--- config.mk ---
export PLATFORM = sky130hd
export DESIGN_NAME = camera_pix_packer
export DESIGN_NICKNAME = d
export VERILOG_FILES = /design/src/rtl/camera_pix_packer.sv
export SDC_FILE = /design/constraint.sdc
export NUM_CORES = 1
export LEC_CHECK = 0
export BUFFER_PORTS_ARGS = -buffer_cell sky130_fd_sc_hd__buf_2
export CAP_MARGIN = 30
export CORE_MARGIN = 3
export CORE_UTILIZATION = 45
export CTS_CLUSTER_DIAMETER = 30
export DETAILED_ROUTE_END_ITERATION = 16
export MAX_ROUTING_LAYER = met4
export PLACE_DENSITY_LB_ADDON = 0.25
export SLEW_MARGIN = 20
export SYNTH_ARGS = -nofsm -noshare
export SYNTH_HDL_FRONTEND = slang
export SYNTH_SLANG_ARGS = --single-unit
--- constraint.sdc ---
create_clock -name clk_i -period 10.99 [get_ports clk_i]
set_input_delay 0.5495 -clock clk_i [delete_from_list [all_inputs] [get_ports clk_i]]
set_output_delay 0.5495 -clock clk_i [all_outputs]
set_load 0.03 [all_outputs]
--- src/rtl/camera_pix_packer.sv ---
// Camera capture back-end: frame drop, ROI window, pixel packing and an output FIFO.
// Define CAMERA_PIX_DECIM_EN to build the column/row decimation logic.
module camera_pix_packer #(
    parameter int unsigned PIX_WIDTH  = 16,
    parameter int unsigned OUT_WIDTH  = 32,
    parameter int unsigned FIFO_DEPTH = 8
) (
    input  logic                 clk_i,
    input  logic                 rstn_i,
    input  logic                 cfg_en_i,
    input  logic                 cfg_vsync_pol_i,
    input  logic                 cfg_framedrop_en_i,
    input  logic [5:0]           cfg_framedrop_val_i,
    input  logic                 cfg_slice_en_i,
    input  logic [15:0]          cfg_llx_i,
    input  logic [15:0]          cfg_lly_i,
    input  logic [15:0]          cfg_urx_i,
    input  logic [15:0]          cfg_ury_i,
    input  logic [3:0]           cfg_decim_x_i,
    input  logic [3:0]           cfg_decim_y_i,
    input  logic [PIX_WIDTH-1:0] pix_data_i,
    input  logic                 pix_valid_i,
    input  logic                 pix_hsync_i,
    input  logic                 pix_vsync_i,
    output logic [OUT_WIDTH-1:0] out_data_o,
    output logic                 out_valid_o,
    input  logic                 out_ready_i,
    output logic                 out_last_o,
    output logic                 sof_o,
    output logic                 ovf_o,
    output logic [15:0]          ovf_cnt_o
);

    localparam int unsigned PACK = OUT_WIDTH / PIX_WIDTH;
    localparam int unsigned KW   = (PACK > 1) ? $clog2(PACK) : 1;
    localparam int unsigned AW   = $clog2(FIFO_DEPTH);

    typedef enum logic [2:0] {StIdle, StWaitSof, StActive, StDrop, StFlush} state_e;

    state_e state_q, state_d;

    logic vs, vs_q, hs_q, en_q, sof_q;
    logic sof, eof, hs_fall, pix_strobe;

    assign vs         = pix_vsync_i ^ cfg_vsync_pol_i;
    assign sof        = vs & ~vs_q;
    assign eof        = ~vs & vs_q;
    assign hs_fall    = hs_q & ~pix_hsync_i;
    assign pix_strobe = pix_valid_i & pix_hsync_i;

    always_ff @(posedge clk_i or negedge rstn_i) begin
        if (!rstn_i) begin
            vs_q  <= 1'b0;
            hs_q  <= 1'b0;
            en_q  <= 1'b0;
            sof_q <= 1'b0;
        end else begin
            vs_q  <= vs;
            hs_q  <= pix_hsync_i;
            en_q  <= cfg_en_i;
            sof_q <= sof & cfg_en_i;
        end
    end

    assign sof_o = sof_q;

    // Frame state machine
    logic [5:0] fcnt_q;

    always_comb begin
        state_d = state_q;
        if (!cfg_en_i) begin
            state_d = StIdle;
        end else begin
            unique case (state_q)
                StIdle:    state_d = StWaitSof;
                StWaitSof: if (sof) state_d = (fcnt_q == 6'd0) ? StActive : StDrop;
                StActive:  if (eof) state_d = StFlush;
                StDrop:    if (eof) state_d = StWaitSof;
                StFlush:   state_d = StWaitSof;
                default:   state_d = StIdle;
            endcase
        end
    end

    always_ff @(posedge clk_i or negedge rstn_i) begin
        if (!rstn_i) begin
            state_q <= StIdle;
            fcnt_q  <= 6'd0;
        end else begin
            state_q <= state_d;
            if (!cfg_en_i) begin
                fcnt_q <= 6'd0;
            end else if (state_q == StWaitSof && sof) begin
                if (cfg_framedrop_en_i && fcnt_q < cfg_framedrop_val_i) fcnt_q <= fcnt_q + 6'd1;
                else                                                      fcnt_q <= 6'd0;
            end
        end
    end

    // Per-frame configuration and pixel position
    logic        slice_en_q;
    logic [15:0] llx_q, lly_q, urx_q, ury_q, row_q, col_q;
    logic        in_win, phase_ok, keep;

    always_ff @(posedge clk_i or negedge rstn_i) begin
        if (!rstn_i) begin
            slice_en_q <= 1'b0;
            llx_q      <= 16'd0;
            lly_q      <= 16'd0;
            urx_q      <= 16'd0;
            ury_q      <= 16'd0;
            row_q      <= 16'd0;
            col_q      <= 16'd0;
        end else begin
            if (sof) begin
                slice_en_q <= cfg_slice_en_i;
                llx_q      <= cfg_llx_i;
                lly_q      <= cfg_lly_i;
                urx_q      <= cfg_urx_i;
                ury_q      <= cfg_ury_i;
            end
            if (!cfg_en_i || sof) begin
                row_q <= 16'd0;
                col_q <= 16'd0;
            end else if (hs_fall) begin
                col_q <= 16'd0;
                if (row_q != 16'hFFFF) row_q <= row_q + 16'd1;
            end else if (pix_strobe && col_q != 16'hFFFF) begin
                col_q <= col_q + 16'd1;
            end
        end
    end

    assign in_win = ~slice_en_q |
                    ((col_q >= llx_q) & (col_q <= urx_q) & (row_q >= lly_q) & (row_q <= ury_q));

`ifdef CAMERA_PIX_DECIM_EN
    logic [3:0] decx_q, decy_q, xph_q, yph_q;
    logic       row_in;

    assign row_in = ~slice_en_q | ((row_q >= lly_q) & (row_q <= ury_q));

    // Phases only advance on pixels/lines inside the window so decimation aligns to its corner.
    always_ff @(posedge clk_i or negedge rstn_i) begin
        if (!rstn_i) begin
            decx_q <= 4'd0;
            decy_q <= 4'd0;
            xph_q  <= 4'd0;
            yph_q  <= 4'd0;
        end else begin
            if (sof) begin
                decx_q <= cfg_decim_x_i;
                decy_q <= cfg_decim_y_i;
            end
            if (!cfg_en_i || sof) begin
                xph_q <= 4'd0;
                yph_q <= 4'd0;
            end else if (hs_fall) begin
                xph_q <= 4'd0;
                if (row_in) yph_q <= (yph_q == decy_q) ? 4'd0 : yph_q + 4'd1;
            end else if (pix_strobe && in_win) begin
                xph_q <= (xph_q == decx_q) ? 4'd0 : xph_q + 4'd1;
            end
        end
    end

    assign phase_ok = (xph_q == 4'd0) & (yph_q == 4'd0);
`else
    logic unused_decim;
    assign unused_decim = ^{cfg_decim_x_i, cfg_decim_y_i};
    assign phase_ok     = 1'b1;
`endif

    // A SOF inside ACTIVE restarts the frame, so that cycle's pixel is not kept.
    assign keep = (state_q == StActive) & pix_strobe & in_win & phase_ok & ~sof;

    // Packer
    logic [OUT_WIDTH-1:0] pack_buf_q, word_full, word_q;
    logic [KW-1:0]        k_q;
    logic                 word_vld_q, word_last_q;

    always_comb begin
        word_full = pack_buf_q;
        word_full[32'(k_q) * PIX_WIDTH +: PIX_WIDTH] = pix_data_i;
    end

    always_ff @(posedge clk_i or negedge rstn_i) begin
        if (!rstn_i) begin
            pack_buf_q  <= '0;
            k_q         <= '0;
            word_q      <= '0;
            word_vld_q  <= 1'b0;
            word_last_q <= 1'b0;
        end else if (!cfg_en_i) begin
            pack_buf_q  <= '0;
            k_q         <= '0;
            word_q      <= '0;
            word_vld_q  <= 1'b0;
            word_last_q <= 1'b0;
        end else begin
            word_vld_q <= 1'b0;
            if (state_q == StActive && sof) begin
                pack_buf_q <= '0;
                k_q        <= '0;
            end else if (keep) begin
                if (k_q == KW'(PACK - 1)) begin
                    word_q      <= word_full;
                    word_last_q <= 1'b0;
                    word_vld_q  <= 1'b1;
                    pack_buf_q  <= '0;
                    k_q         <= '0;
                end else begin
                    pack_buf_q <= word_full;
                    k_q        <= k_q + KW'(1);
                end
            end else if (state_q == StFlush && k_q != '0) begin
                word_q      <= pack_buf_q;
                word_last_q <= 1'b1;
                word_vld_q  <= 1'b1;
                pack_buf_q  <= '0;
                k_q         <= '0;
            end
        end
    end

    // Output FIFO
    logic [OUT_WIDTH-1:0]  mem_data [FIFO_DEPTH];
    logic [FIFO_DEPTH-1:0] mem_last_q;
    logic [AW-1:0]         wr_ptr_q, rd_ptr_q, last_ptr;
    logic [AW:0]           count_q;
    logic                  full, pop, push_ok, push_drop, push_last, mark_now;

    assign full      = (count_q == (AW + 1)'(FIFO_DEPTH));
    assign pop       = out_valid_o & out_ready_i;
    assign push_ok   = word_vld_q & (~full | pop);
    assign push_drop = word_vld_q & full & ~pop;
    // A full word completing right at EOF is pushed during FLUSH and becomes the frame's last.
    assign push_last = word_last_q | (state_q == StFlush);
    assign last_ptr  = wr_ptr_q - AW'(1);
    // Nothing left to flush: tag the newest word still queued instead.
    assign mark_now  = (state_q == StFlush) & (k_q == '0) & ~word_vld_q;

    always_ff @(posedge clk_i) begin
        if (push_ok) mem_data[wr_ptr_q] <= word_q;
    end

    always_ff @(posedge clk_i or negedge rstn_i) begin
        if (!rstn_i) begin
            wr_ptr_q   <= '0;
            rd_ptr_q   <= '0;
            count_q    <= '0;
            mem_last_q <= '0;
        end else if (!cfg_en_i) begin
            wr_ptr_q   <= '0;
            rd_ptr_q   <= '0;
            count_q    <= '0;
            mem_last_q <= '0;
        end else begin
            if (push_ok) begin
                mem_last_q[wr_ptr_q] <= push_last;
                wr_ptr_q             <= wr_ptr_q + AW'(1);
            end
            if (pop) rd_ptr_q <= rd_ptr_q + AW'(1);
            if (push_ok && !pop)      count_q <= count_q + (AW + 1)'(1);
            else if (!push_ok && pop) count_q <= count_q - (AW + 1)'(1);
            if (mark_now && count_q != '0) mem_last_q[last_ptr] <= 1'b1;
        end
    end

    assign out_valid_o = (count_q != '0);
    assign out_data_o  = out_valid_o ? mem_data[rd_ptr_q] : '0;
    assign out_last_o  = out_valid_o & (mem_last_q[rd_ptr_q] | (mark_now & (rd_ptr_q == last_ptr)));

    // Overflow accounting
    logic        ovf_q;
    logic [15:0] ovf_cnt_q;

    always_ff @(posedge clk_i or negedge rstn_i) begin
        if (!rstn_i) begin
            ovf_q     <= 1'b0;
            ovf_cnt_q <= 16'd0;
        end else if (cfg_en_i && !en_q) begin
            ovf_q     <= 1'b0;
            ovf_cnt_q <= 16'd0;
        end else if (cfg_en_i && push_drop) begin
            ovf_q <= 1'b1;
            if (ovf_cnt_q != 16'hFFFF) ovf_cnt_q <= ovf_cnt_q + 16'd1;
        end
    end

    assign ovf_o     = ovf_q;
    assign ovf_cnt_o = ovf_cnt_q;

endmodule

==> results.toml, run 1 <==
[timing]
fin_ws_ps = 7045
finalHoldViolCount = 0
slew_headroom_pct = 47.51
fin_skew_ps = 33.16
fmax_mhz = 253.5
layout_min_cycle_time_ps = 3945
setup_viol = 0
worst_slew_pin_slew_ps = 787.4
rsz0062_at_grt = "no"
slew_viol_final = 0
fin_crit_sh_pct = 35.89
fin_setup_tns_ps = 0

[yosys]
synth_top_family_by_area = "simple AND/OR/NAND/NOR gates"
synth_fa_ha_area_share_pct = 4.877
ys_async_sr_fraction_pct = 45.30
synth.avg_cell_area_um2 = 13.17
syn-num-nets = 1754
ys_seq_elements = 468
synth_edf_count = 256
synthesis.area_um2 = 20680
synth_xor_area_share_pct = 1.736
synth_simple_gate_area_share_pct = 10.42
synth_seq_area_share_pct = 62.83
synth_flop_cell = "edfxtp_1"
synth_compound_area_share_pct = 6.922
muxShareOfSynthArea_pct = 10.04
ys_warn_count = 0
syn_inst = 1570
synth.distinct_cells = 64

[cells_and_area]
seq_area_um2 = 13000
area_growth_pct = 24.07
largest_register = "mem_data"
layout_commonest_cell = "edfxtp_1"
top_regs = "mem_data x256, pack_buf_q x32, word_q x32"
drive_gt1_share_pct = 24.05
nNetsFinal = 1952
multi_input_area_um2 = 7123
final_cell_mix = "edfxtp_1 (256), dfrtp_1 (209), nand2_1 (197)"
fillCellCount = 3618
largest_register_ff_count = 256

[placed_design]
dp_slack_ps = 6941
gp_congestion = 0.8206
io_buffers = 147
place_hpwl_mm = 28.43

[power]
pwr-share-seq_pct = 33.3
power_leakage_uw = 0.009517
p_per_area_nw_per_um2 = 230.7
peakVddDrop_mv = 0.1892
internal_power_uw = 4244
netSwitchingFraction_pct = 28.32
pwr-share-clk_pct = 50.3
p_comb_share_pct = 16.4
p_switching_uw = 1676

[drt]
antenna_left = 0
dr.pass1.iters = 5
wl_per_cell_um = 18.96
wl_mm = 46.35
vias_per_cell = 5.368
drtIter0Drc = 780
vias = 13120
drc_errors = 0

[floorplan]
core-area_um2 = 44800
die_area_um2 = 48560
ios = 156
die_x_um = 220.4
die_h_um = 220.4
fp-row-count = 77
initial_core_util_pct = 46.16

[global_routing]
grt_max_degree = 133
grt_use_total_pct = 20.46
antenna_found_initial = 2
top_usage_layer = "met2"
grt_pass1_vias = 13750
gr-total-overflow = 0
grt_pass1_wl_mm = 74.89
use_met2_pct = 33.60
met1_usage_pct = 25.57
grt_util_met3_pct = 4.120

[clock_network]
cts_setup_buffers = 0
clock_tree.root_cell = "clkbuf_16"
cts_made_buffers = 96
clock_latency_ps = 620
clk_pin_slew_ps = 50
cts.sinks = 468
cts_max_level = 3
cts_tree = "done"
cts_buffer_depth = 3

[worst_setup_path]
rr_startpoint = "row_q[14]"
worst-path-max-fanout = 40
slowest_stage = "dfrtp_4"
cp-end-kind = "output pin"
cp-endpoint = "out_data_o[7]"
startpoint_type = "flip-flop"
critical_path.cell_chain = "buf_4, mux4_2, mux2i_1, nor2_1, buf_2"
crit_type = "flip-flop to output pin"
timing.critical_path.from = "rd_ptr_q[0]"
r2r_slack_ps = 7280
worst-r2r-cell-count = 11
slowest_delay_ps = 840
crit_arrival_ps = 3400
r2r-end = "word_q[1]"
worstPathRequired_ps = 10440

[worst_hold_path]
hold_class = "input pin to flip-flop"

[outcome]
status = "completed"

[job]
cap_violations = 0
==> power groups by stage <==
stage               clock (uW)  combinational, uW  sequential, uW
global placement             0                972            2000
CTS                       3020                995            1970
global route              3120               1080            1980
detailed placement           0                988            2000
finish                    2980                971            1970
floorplan                    0                707            1960
==> critical path, delay by kind of cell, from the launching register on <==
| family | cells | cell delay [ps] |
|---|---|---|
| and+or+nand+nor | 1 | 70 |
| DFF | 1 | 840 |
| muxes | 2 | 900 |
| buffers and inverters | 2 | 950 |
==> cells in the mapped netlist, types with 21 or more instances <==
cell      instances  area, um2
inv_1            92      345.3
a21oi_1          52      260.3
nor2_1          105      394.1
xor2_1           21      183.9
ha_1             79      988.5
edfxtp_1        256       7687
dfrtp_1         212       5305
clkbuf_1         52      195.2
nand2_1         197      739.5
o21ai_0         119      595.6
mux4_2           66       1486
nand3_1          41      205.2
mux2i_1          59      590.6
==> area by class of cell <==
type	count	area share, %
diodes	3	0.02926
clock inverters	58	3.028
well taps	592	2.887
flip-flops and latches	468	50.66
repair buffers	172	3.931
clock buffers	122	10.34
multi-input cells	937	27.76
inverters	93	1.361
==> layer usage <==
metal,part of all wire (%),wire length [um]
met1,42,19660
met2,50,23190
met3,4.9,2288
met4,2.6,1211
met5,0,0
==> worst min path at each step <==
stage,end,cells after the start,startpoint
final,hs_q,1,pix_hsync_i
after global routing,hs_q,1,pix_hsync_i
after CTS,hs_q,1,pix_hsync_i
after detailed placement,urx_q[0],2,urx_q[0]
after global placement,slice_en_q,2,slice_en_q
after floorplan,col_q[0],0,rstn_i
==> through the flow <==
step	util [%]	cell area [um2]	power (uW)	std cells	hold slack (ps)
2_1_floorplan	-	20680	2671	1570	253.9
3_3_place_gp	49.33	22100	2971	2257	453.1
3_5_place_dp	49.47	22160	2991	2259	471.7
4_1_cts	57.13	25590	5992	2439	48.30
5_1_grt	57.27	25650	6182	2444	52.93
6_report	57.27	25660	5920	2445	84.06
==> logic make-up (layout without fill, tap and decap cells) <==
| family | after synthesis | after routing |
|---|---|---|
| xor+xnor | 41 | 41 |
| buf+inv | 165 | 445 |
| simple gates | 452 | 452 |
| other cells | 0 | 3 |
| mux | 125 | 125 |
| compound gates | 239 | 239 |
| flops | 468 | 468 |
| fa+ha+maj | 80 | 80 |
==> what timing repair did <==
action / CTS / global route
hold buffers: 0 / 1
endpoints found under the hold margin: 0 / 34
resized for setup: 0 / 0
endpoints found under the setup margin: 0 / 0
No activity file was read; power rests on OpenSTA's default activity.
==> run 2, diff against run 1 <==
==> constraint.sdc (replaced) <==
create_clock -name clk_i -period 3.3 [get_ports clk_i]
set_input_delay 0.165 -clock clk_i [delete_from_list [all_inputs] [get_ports clk_i]]
set_output_delay 0.165 -clock clk_i [all_outputs]
set_load 0.03 [all_outputs]
==> run 2 against run 1 <==
Non-clock buffer count is 100 higher; global-route usage is 0.55 points higher; register-to-register slack worse by 6900 ps; sequential share of layout area is 1.8 points lower; clock power grew to 3.3 times the previous value; routed wire length is 2.7% higher; combinational power grew to 3.4 times the previous value; cell count is 4.3% higher; utilization is 2.1 points higher; clock-buffer cell count is 5 higher; sequential power grew to 3.3 times the previous value; via count is 3.6% higher; critical path type unchanged; largest power group unchanged.
==> results.toml, run 2 (synthesis results as in run 1) <==
[worst_setup_path]
r2r_slack_ps = 380
slowest_stage = "dfrtp_4"
cp-end-kind = "output pin"
startpoint_type = "flip-flop"
crit_arrival_ps = 2830
critical_path.cell_chain = "buf_12, mux4_2, mux2i_1, nor2_1, buf_2"
slowest_delay_ps = 870
worst-r2r-cell-count = 10
r2r-end = "word_q[8]"
cp-endpoint = "out_data_o[27]"
rr_startpoint = "row_q[5]"
worstPathRequired_ps = 3130
crit_type = "flip-flop to output pin"
worst-path-max-fanout = 31
timing.critical_path.from = "rd_ptr_q[0]"

[drt]
routed.top_layer = "met4"
vias_per_cell = 5.332
antenna_left = 0
vias = 13600
wl_per_cell_um = 18.66
met1_length_mm = 20.18
drtIter0Drc = 977
routed-wl-met2_mm = 24.08
dr_wl_met3_mm = 2.367
dr.pass1.iters = 5
wl_mm = 47.60
drc_errors = 0

[timing]
slew_viol_final = 0
fin_setup_tns_ps = 0
rsz0062_at_grt = "no"
finalHoldViolCount = 0
fin_skew_ps = 23.64
setup_viol = 0
slew_headroom_pct = 39.53
worst_slew_pin_slew_ps = 907.0
fin_crit_sh_pct = 90.76
fmax_mhz = 333.9
layout_min_cycle_time_ps = 2995

[cells_and_area]
top_regs = "mem_data x256, pack_buf_q x32, word_q x32"
nNetsFinal = 2057
final_cell_mix = "edfxtp_1 (256), dfrtp_1 (209), nand2_1 (197)"
layout_commonest_cell = "edfxtp_1"
fin_cells = 2550
area_growth_pct = 28.59
largest_register_ff_count = 256
largest_register = "mem_data"
drive_gt1_share_pct = 23.53

[floorplan]
die_x_um = 220.4
fp-row-count = 77
die_h_um = 220.4
core-area_um2 = 44800
die_area_um2 = 48560
initial_core_util_pct = 46.16
ios = 156

[job]
cap_violations = 0

[worst_hold_path]
hold_class = "input pin to flip-flop"
hold_depth = 3

[global_routing]
antenna_found_initial = 3
grt_use_total_pct = 21.02
grt_pass1_vias = 14350
grt_max_degree = 126
grt_pass1_wl_mm = 77.17
gr-total-overflow = 0

[clock_network]
cts_made_buffers = 101
cts_tree = "done"
cts.sinks = 468
clock_tree.root_cell = "clkbuf_16"
cts_max_level = 3
cts_buffer_depth = 3
clock_latency_ps = 610
cts_setup_buffers = 0
clk_pin_slew_ps = 50

[placed_design]
io_buffers = 147
place_hpwl_mm = 29.21
gp_congestion = 0.8346
dp.cells = 2276

[power]
p_per_area_nw_per_um2 = 737.9
power_leakage_uw = 0.009898
peakVddDrop_mv = 0.5991

[outcome]
status = "completed"
## run 2: changes by cell type in the layout (fill, tap and decap cells not counted), moves of 2 or more
cell / delta
nor3_2: -2
buf_4: +12
dlygate4sd3_1: +84
clkinvlp_4: +4
nor3_4: +2
bufinv_16: -4
buf_16: -3
buf_12: +7
clkinv_1: +5
clkbuf_16: +4
clkinv_16: -2
## run 2: layout make-up
cell class	count	area [um2]
fillers	3473	18210
flip-flops and latches	468	13000
multi-input cells	937	7131
clock buffers	127	2756
repair buffers	272	1997
well taps	592	740.7
clock inverters	58	611.8
inverters	93	349.1
diodes	3	7.507
## run 2: how the worst min path moves through the flow
stage / startpoint / to / slack [ps]
finish: pix_vsync_i / vs_q / 100
CTS: pix_vsync_i / vs_q / 30
floorplan: rstn_i / col_q[0] / -130
global placement: rstn_i / ury_q[6] / 280
global route: pix_vsync_i / vs_q / 60
detailed placement: rstn_i / ury_q[3] / 310
## run 2: critical path: cells and delay by family, from the launching register on
family        cells  cell delay, ps
simple gates      1              60
flops             1             870
mux               2             800
buf+inv           2             480
## run 2: timing repair
| item | in CTS | in global routing |
|---|---|---|
| hold buffers | 85 | 0 |
| endpoints found under the setup margin | 0 | 1 |
| gates resized for setup | 0 | 1 |
| hold endpoints to repair | 207 | 0 |
## run 2: per-stage QoR
| stage | cell area, um2 | power [uW] | hold WS, ps | util [%] | setup slack [ps] |
|---|---|---|---|---|---|
| 2_1_floorplan | 20690 | 8896 | -130.6 | - | 382.1 |
| 4_1_cts | 26560 | 19890 | 28.38 | 59.29 | 139.9 |
| 3_5_place_dp | 22340 | 9985 | 312.3 | 49.87 | 373.2 |
| 6_report | 26590 | 19620 | 98.74 | 59.36 | 304.8 |
| 3_3_place_gp | 22340 | 9935 | 284.0 | 49.87 | 411.1 |
| 5_1_grt | 26590 | 20530 | 58.79 | 59.36 | 102.9 |
## run 2: metal layers
metal	up-vias	GRT usage (%)
li1	6381	-
met4	0	7.341
met2	332	34.70
met5	-	-
met1	6807	26.15
met3	76	4.037
## run 2: power breakdown
group | switching, uW | leakage, uW | internal, uW
sequential | 207 | 0.00460 | 6360
clock | 3130 | 0.00162 | 6580
combinational | 2220 | 0.00368 | 1120
total | 5560 | 0.00990 | 14100
==> run 3, diff against run 2 <==
--- a/config.mk
+++ b/config.mk
@@ -5,10 +5,10 @@
 export SDC_FILE = /design/constraint.sdc
 export NUM_CORES = 1
 export LEC_CHECK = 0
-export BUFFER_PORTS_ARGS = -buffer_cell sky130_fd_sc_hd__buf_2
+export BUFFER_PORTS_ARGS = -buffer_cell sky130_fd_sc_hd__clkbuf_2
 export CAP_MARGIN = 30
 export CORE_MARGIN = 3
-export CORE_UTILIZATION = 45
+export CORE_UTILIZATION = 50
 export CTS_CLUSTER_DIAMETER = 30
 export DETAILED_ROUTE_END_ITERATION = 16
 export MAX_ROUTING_LAYER = met4
==> run 3 against run 2 <==
Cell count fell by 3.0%; hold slack worse by 54 ps; sequential power shrank 0.9%; cell area rose by 0.70%; maximum frequency up 3.1%; first-iteration DRC count is 9.3% lower; clock power up 10%; critical path depth is 5 higher.
==> results.toml, run 3 (synthesis results as in run 1) <==
[clock_network]
clock_tree.root_cell = "clkbuf_16"
cts_resized = 0
cts_made_buffers = 97
cts_buffer_depth = 3
clk_pin_slew_ps = 50
cts_tree = "done"
cts_max_level = 3
cts.sinks = 468
clock_latency_ps = 610

[placed_design]
postPlaceCellArea_um2 = 22260
dp.cells = 2204
gp_congestion = 0.8465
place_hpwl_mm = 28.24
io_buffers = 147

[global_routing]
grt_pass1_vias = 14580
grt_pass1_wl_mm = 78.81
antenna_found_initial = 0
grt_max_degree = 126
gr-total-overflow = 0
grt_use_total_pct = 23.26

[worst_setup_path]
worst-r2r-cell-count = 10
startpoint_type = "flip-flop"
critical_path.cell_chain = "ha_1, a21oi_1, o21ai_0, a221o_1, a211oi_1, o32ai_2, o21ai_4, o21a_2, buf_12, mux2i_1"
crit_type = "flip-flop to flip-flop"
r2r-end = "word_q[5]"
slowest_delay_ps = 450
timing.critical_path.from = "row_q[7]"
rr_startpoint = "row_q[7]"
cp-end-kind = "flip-flop"
cp-endpoint = "word_q[5]"
cp_num_buf_inv = 1
slowest_stage = "dfrtp_1"
cp.depth = 10
critical-path-top-delay-family = "compound AO/OA/AOI/OAI gates"
r2r_slack_ps = 400
worstPathRequired_ps = 3810
worst-path-max-fanout = 48
crit_arrival_ps = 3420

[cells_and_area]
nNetsFinal = 2048
largest_register_ff_count = 256
area_growth_pct = 29.48
largest_register = "mem_data"
final_util_pct = 66.48
fin_cells = 2474
n_antenna_cell = 0
fin_area_um2 = 26780
drive_gt1_share_pct = 23.50
layout_commonest_cell = "edfxtp_1"
final_cell_mix = "edfxtp_1 (256), dfrtp_1 (209), nand2_1 (197)"
top_regs = "mem_data x256, pack_buf_q x32, word_q x32"

[drt]
vias_per_cell = 5.538
vias = 13700
wl_mm = 48.45
wl_per_cell_um = 19.58
drc_errors = 0
antenna_left = 0
drtIter0Drc = 886
dr.pass1.iters = 5

[timing]
fin_setup_tns_ps = 0
fin_skew_ps = 30.04
fin_hold_ws_ps = 44.26
setup_viol = 0
slew_viol_final = 0
rsz0062_at_grt = "no"
worst_slew_pin_slew_ps = 840.6
finalHoldViolCount = 0
slew_headroom_pct = 43.96
fin_crit_sh_pct = 88.02
layout_min_cycle_time_ps = 2905
fmax_mhz = 344.3

[floorplan]
die_h_um = 209.4
die_area_um2 = 43840
ios = 156
initial_core_util_pct = 51.34
core-area_um2 = 40280
fp-row-count = 73
die_x_um = 209.4

[power]
peakVddDrop_mv = 0.5385
p_per_area_nw_per_um2 = 769.8
power_leakage_uw = 0.01002

[worst_hold_path]
hold_class = "input pin to flip-flop"

[outcome]
status = "completed"

[job]
cap_violations = 0
[run 3: routing by layer]
| metal | global-route usage [%] | routed length, um | vias up |
|---|---|---|---|
| li1 | - | - | 6360 |
| met1 | 28.22 | 19100 | 6808 |
| met2 | 39.40 | 25380 | 425 |
| met3 | 3.617 | 2372 | 109 |
| met4 | 9.215 | 1596 | 0 |
| met5 | - | 0 | - |
[run 3: cell type report]
type                            instances  area (um2)
Tap cell                              525       656.9
Clock inverter                         65       997.2
Clock buffer                          119        2653
Sequential cell                       468       13000
Timing Repair Buffer                  267        1997
Multi-Input combinational cell        937        7126
Inverter                               93       349.1
Fill cell                            2803       13500
[run 3: report_power, final]
part           internal (uW)  switching, uW  total [uW]
Combinational           1100           2300        3400
Clock                   7510           3190       10700
Sequential              6360            148        6510
Total                  15000           5640       20600
[run 3: worst register-to-register path: stages, from the launching register on]
cell,delay (ps)
dfrtp_1,450
ha_1,340
a21oi_1,140
o21ai_0,160
a221o_1,360
a211oi_1,280
o32ai_2,170
o21ai_4,200
o21a_2,170
buf_12,260
mux2i_1,280
[run 3: what timing repair did]
| item | CTS | global route |
|---|---|---|
| buffers inserted | 0 | 0 |
| hold buffers | 85 | 0 |
| endpoints found under the hold margin | 206 | 0 |
[run 3: worst min path at each step]
stage / endpoint / start / depth (start not counted)
global placement: lly_q[7] / rstn_i / 1
detailed placement: lly_q[7] / rstn_i / 1
global route: vs_q / pix_vsync_i / 3
CTS: vs_q / pix_vsync_i / 3
finish: vs_q / pix_vsync_i / 3
floorplan: col_q[0] / rstn_i / 0
[run 3: stage by stage]
step           worst slack (ps)  power, uW
2_1_floorplan             382.1       8896
3_5_place_dp              434.7       9978
3_3_place_gp              436.2       9926
6_report                  395.3      20610
5_1_grt                   157.8      21430
4_1_cts                   366.1      20780
